`config.mk`:
```
export PLATFORM = sky130hd
export DESIGN_NAME = pipe_stage_reg_flat
export DESIGN_NICKNAME = d
export VERILOG_FILES = /design/src/rtl/pipe_stage_reg_if.sv /design/src/rtl/pipe_stage_reg.sv /design/src/flat_wrapper.sv
export SDC_FILE = /design/constraint.sdc
export NUM_CORES = 1
export LEC_CHECK = 0
export ABC_CLOCK_PERIOD_IN_PS = 1100
export CORE_MARGIN = 5
export CORE_UTILIZATION = 37
export DETAILED_ROUTE_END_ITERATION = 10
export GPL_ROUTABILITY_DRIVEN = 0
export PLACE_DENSITY = 0.79
export SLEW_MARGIN = 15
export SYNTH_ARGS = -nofsm -noshare
export SYNTH_HDL_FRONTEND = slang
export SYNTH_SLANG_ARGS = --single-unit
```
`constraint.sdc`:
```
create_clock -name Clk -period 1.1 [get_ports Clk]
set_input_delay 0.11 -clock Clk [delete_from_list [all_inputs] [get_ports Clk]]
set_output_delay 0.11 -clock Clk [all_outputs]
set_load 0.02 [all_outputs]
```
`src/rtl/pipe_stage_reg_if.sv`:
```
// Handshake bundle for pipe_stage_reg: upstream valid/ready/data, hazard
// controls, downstream valid/ready/data and the occupancy count.
interface pipe_stage_reg_if #(
    parameter int DATA_W = 32,
    parameter int DEPTH  = 1
);
    localparam int OCC_W = $clog2(DEPTH + 1);

    logic              inValid;
    logic              inReady;
    logic [DATA_W-1:0] inData;
    logic              Stall;
    logic              Flush;
    logic              outValid;
    logic              outReady;
    logic [DATA_W-1:0] outData;
    logic [OCC_W-1:0]  Occupancy;

    // Driver side: the stage feeding the register plus hazard/downstream control.
    modport master (
        output inValid, inData, Stall, Flush, outReady,
        input  inReady, outValid, outData, Occupancy
    );

    // The pipeline register itself.
    modport slave (
        input  inValid, inData, Stall, Flush, outReady,
        output inReady, outValid, outData, Occupancy
    );
endinterface

```
`src/rtl/pipe_stage_reg.sv`:
```
// Configurable pipeline-boundary register: DEPTH stages of a DATA_W bundle,
// one valid bit per stage, valid/ready handshake with bubble collapsing,
// hazard Stall (freeze) and Flush (squash). Stage 0 is the input side.
module pipe_stage_reg #(
    parameter int DATA_W       = 32,
    parameter int DEPTH        = 1,
    parameter int RESET_DATA   = 1,
    parameter int ZERO_INVALID = 1
) (
    input  logic             Clk,
    input  logic             Reset,
    pipe_stage_reg_if.slave  bus
);
    localparam int OCC_W = $clog2(DEPTH + 1);

    logic [DEPTH-1:0]             v_q, v_d;
    logic [DEPTH-1:0][DATA_W-1:0] d_q, d_d;
    logic [OCC_W-1:0]             occ_q, occ_d;

    // rdy[k]: stage k may load this edge; rdy[DEPTH] is the downstream sink.
    logic [DEPTH:0]               rdy;
    // What each stage would load: the previous stage, or the input for stage 0.
    logic [DEPTH-1:0]             src_v;
    logic [DEPTH-1:0][DATA_W-1:0] src_d;

    // Ready chain from the output back to the input: an empty slot or a
    // slot that is itself draining lets its predecessor move up.
    always_comb begin
        rdy        = '0;
        rdy[DEPTH] = bus.outReady & ~bus.Stall;
        for (int k = DEPTH - 1; k >= 0; k--) begin
            rdy[k] = ~v_q[k] | rdy[k+1];
        end
    end

    // Load source for every stage.
    always_comb begin
        src_v    = '0;
        src_d    = '0;
        src_v[0] = bus.inValid;
        src_d[0] = bus.inData;
        for (int k = 1; k < DEPTH; k++) begin
            src_v[k] = v_q[k-1];
            src_d[k] = d_q[k-1];
        end
    end

    // Next stage state: Flush squashes everything (and beats Stall), Stall
    // freezes, otherwise every ready stage loads its source. Data only moves
    // with a valid bundle so a stage keeps its last bundle across bubbles.
    always_comb begin
        v_d = v_q;
        d_d = d_q;
        if (bus.Flush) begin
            v_d = '0;
            if (RESET_DATA != 0) d_d = '0;
        end else if (!bus.Stall) begin
            for (int k = 0; k < DEPTH; k++) begin
                if (rdy[k]) begin
                    v_d[k] = src_v[k];
                    if (src_v[k]) d_d[k] = src_d[k];
                end
            end
        end
    end

    // Occupancy is registered as the popcount of the next valid vector.
    always_comb begin
        occ_d = '0;
        for (int k = 0; k < DEPTH; k++) begin
            occ_d = occ_d + OCC_W'(v_d[k]);
        end
    end

    // State registers; synchronous reset overrides Flush and Stall.
    always_ff @(posedge Clk) begin
        if (Reset) begin
            v_q   <= '0;
            occ_q <= '0;
            if (RESET_DATA != 0) d_q <= '0;
        end else begin
            v_q   <= v_d;
            d_q   <= d_d;
            occ_q <= occ_d;
        end
    end

    assign bus.inReady   = rdy[0] & ~bus.Stall & ~Reset;
    assign bus.outValid  = v_q[DEPTH-1];
    // Invalid output presents the all-zero NOP bundle when ZERO_INVALID is set.
    assign bus.outData   = ((ZERO_INVALID != 0) && !v_q[DEPTH-1]) ? '0 : d_q[DEPTH-1];
    assign bus.Occupancy = occ_q;

endmodule

```
`src/flat_wrapper.sv`:
```
// flat-port wrapper written by rule: the top's interface ports become plain ports
module pipe_stage_reg_flat 
#(
    parameter int DATA_W       = 32,
    parameter int DEPTH        = 1,
    parameter int RESET_DATA   = 1,
    parameter int ZERO_INVALID = 1
)
  (Clk, Reset, bus_inValid, bus_inData, bus_Stall, bus_Flush, bus_outReady, bus_inReady, bus_outValid, bus_outData, bus_Occupancy);
  pipe_stage_reg_if #(.DATA_W(DATA_W), .DEPTH(DEPTH)) bus_i ();
  input  logic Clk;
  input  logic Reset;
  input wire logic [$bits(bus_i.inValid)-1:0] bus_inValid;
  input wire logic [$bits(bus_i.inData)-1:0] bus_inData;
  input wire logic [$bits(bus_i.Stall)-1:0] bus_Stall;
  input wire logic [$bits(bus_i.Flush)-1:0] bus_Flush;
  input wire logic [$bits(bus_i.outReady)-1:0] bus_outReady;
  output wire logic [$bits(bus_i.inReady)-1:0] bus_inReady;
  output wire logic [$bits(bus_i.outValid)-1:0] bus_outValid;
  output wire logic [$bits(bus_i.outData)-1:0] bus_outData;
  output wire logic [$bits(bus_i.Occupancy)-1:0] bus_Occupancy;
  assign bus_i.inValid = bus_inValid;
  assign bus_i.inData = bus_inData;
  assign bus_i.Stall = bus_Stall;
  assign bus_i.Flush = bus_Flush;
  assign bus_i.outReady = bus_outReady;
  assign bus_inReady = bus_i.inReady;
  assign bus_outValid = bus_i.outValid;
  assign bus_outData = bus_i.outData;
  assign bus_Occupancy = bus_i.Occupancy;
  pipe_stage_reg #(.DATA_W(DATA_W), .DEPTH(DEPTH), .RESET_DATA(RESET_DATA), .ZERO_INVALID(ZERO_INVALID)) u_core (.Clk(Clk), .Reset(Reset), .bus(bus_i));
endmodule
```
==> results.toml <==
[global_routing]
grt_usage_pct = 16.5
grt_max_degree = 33
first_global_vias = 1516
antenna_found_initial = 0
grt_pass1_wl_um = 7240
grt-ovfl-total = 0

[setup_path]
arrival_ps = 1100
worst-path-max-fanout = 20
crit_start = "u_core.bus.outValid"
criticalPathCategory = "flip-flop to output port"
worstPathRequired_ps = 990
rr_worst_depth = 5
endpoint = "bus_outData[24]"
rrSetupSlack_ps = -50
crit_path_start_kind = "flip-flop"
r2r-start = "u_core.bus.outValid"
end_kind = "output port"
r2r_end = "u_core.d_q[26]"

[run_status]
violations = "negative setup slack"
status = "complete, but fails checks"

[die]
die_w_um = 75.5
io_pins = 73
die_h_um = 75.5
core_area_um2 = 4090
start_util_pct = 38.8
die-area_um2 = 5690
rows = 23

[drt]
avgRoutedWirePerCell_um = 14.9
ant_nets = 0
via_per_inst = 5.11
num_vias = 1636
wirelength_um = 4770
dr.first_iter.drc_count = 120
drc = 0
first_pass_iters = 4

[logic_synthesis]
avgSynthCellArea_um2 = 8.34
synth.net_count = 228
synthCells = 190
synthTopCellsByArea = "dfxtp_1 (42%), and2_1 (13%), nand4_1 (13%)"
synth.distinct_cells = 19
yosysTopAreaCellShare_pct = 41.7
async_flop_share_pct = 0
syn-cell-area_um2 = 1590
synth-seq-cells = 33
synth_top_area_cell = "dfxtp_1"
ys.flop_type = "dfxtp_1"
synth_edf_count = 0
ys_warn_count = 0
ys_seq_area_share_pct = 41.7

[final_layout]
areaGrowthSynthToFinish_pct = 78.5
layout.nets = 308
drive_gt1_share_pct = 42.6
n_antenna_cell = 0

[clock_tree]
hold_buffers = 0
cts_root_buf = "clkbuf_8"
h-tree-depth = 2
insertion_delay_ps = 270
cts_buffers = 5
cts_tree = "yes"
path_clk_slew_ps = 60
ctsLongestPathBuffers = 2
clock_sinks = 33

[hold_path]
min_path_type = "input port to flip-flop"

[pwr]
p_leak_nw = 1.14
finalPower_w = 0.00258
power-per-cell-area_nw_per_um2 = 912
peakVddDrop_uv = 766

[timing]
rsz0062_at_grt = "true"
finalCritPeriodShare_pct = 110
finalSetupViolations = 64
worst_slew_pin_slew_ps = 238
worst_slack_ps = -108
finalMaxSlewViolations = 0
clock_skew_ps = 6.26
max_freq_mhz = 828
hold_viol = 0
min_period_ps = 1210
hold-worst-slack_ps = 221
slew_headroom_pct = 84.1

[flow_run]
maxCapViolations = 0

[place]
dp.final_hpwl_um = 3000
portBuffers = 72
[flip-flops by register name, indices dropped and copies added, names as in the netlist]
register / flops
u_core.d_q: 32
u_core.bus.outValid: 1
[layer usage]
layer / routed length, µm / track usage, %
met1: 1980 / 21.4
met2: 2350 / 26.7
met3: 392 / 6.07
met4: 45 / 2.91
met5: 0 / 0
[power by group]
| group | total, W | internal [W] | switching, W |
|---|---|---|---|
| clock | 0.000895 | 0.000496 | 0.000399 |
| combinational | 0.000449 | 0.000262 | 0.000187 |
| sequential | 0.00124 | 0.00122 | 0.0000167 |
[how the worst min path moves through the flow]
stage	startpoint	endpoint	slack (ps)	cells past startpoint
CTS	bus_inData[20]	u_core.d_q[20]	380	3
detailed placement	u_core.d_q[23]	u_core.d_q[23]	440	2
global placement	u_core.d_q[25]	u_core.d_q[25]	430	2
floorplan	bus_Flush	u_core.bus.outValid	180	1
finish	Reset	u_core.bus.outValid	220	3
global route	Reset	u_core.bus.outValid	230	3
[cells by family after synthesis]
family / Yosys count / share of synthesized area [%]
AOI/OAI and AO/OA: 33 / 15.2
buffers and inverters: 21 / 7.10
DFF: 33 / 41.7
and+or+nand+nor: 103 / 36.1
[placed cells by master (no fill, tap or decap), drive strengths merged]
cell type       n
buf            56
clkdlybuf4s50  36
dfxtp          33
and2           33
nand2          32
nand4          32
o21ai          32
clkbuf          8
nand2b          2
nor3b           1
nor2b           1
nor2            1
a21oi           1
nor3            1
dlymetal6s2s    1
[final cells by class]
cell class                      instances  area [µm²]
Multi-Input combinational cell        136         921
Sequential cell                        33         664
Fill cell                             329        1260
Clock buffer                            7        86.3
Tap cell                               50        62.6
Timing Repair Buffer                   94        1100
[repair_timing]
action,CTS,global route
gates cloned,3,2
endpoints found under the setup margin,67,67
setup buffers,2,1
resized for setup,204,44
pin swaps,21,12
[critical path: stages, from the launching register on]
cell and delay, ps:
dfxtp_4 380, buf_12 150, and2_1 170, buf_6 130
[Yosys cell counts, types with 2 or more instances]
cell and n:
buf_2 6, and2_1 32, o21ai_1 10, dfxtp_1 33, clkbuf_1 10, nand2b_1 2
nand2_1 32, o21ai_0 2, buf_6 3, o21ai_2 20, nand4_1 32
[per-stage QoR]
stage | std cells | setup TNS, ps | util, % | setup slack [ps] | instance area [µm²]
final | 320 | -4030 | 69.3 | -108 | 2830
after global routing | 320 | -6860 | 69.3 | -152 | 2830
after CTS | 317 | -4240 | 64.6 | -132 | 2640
after detailed placement | 305 | -25870 | 59.8 | -546 | 2440
after global placement | 305 | -24820 | 59.8 | -505 | 2440
after floorplan | 190 | 0 | - | 0.656 | 1590
No activity file was read; power rests on OpenSTA's default activity.
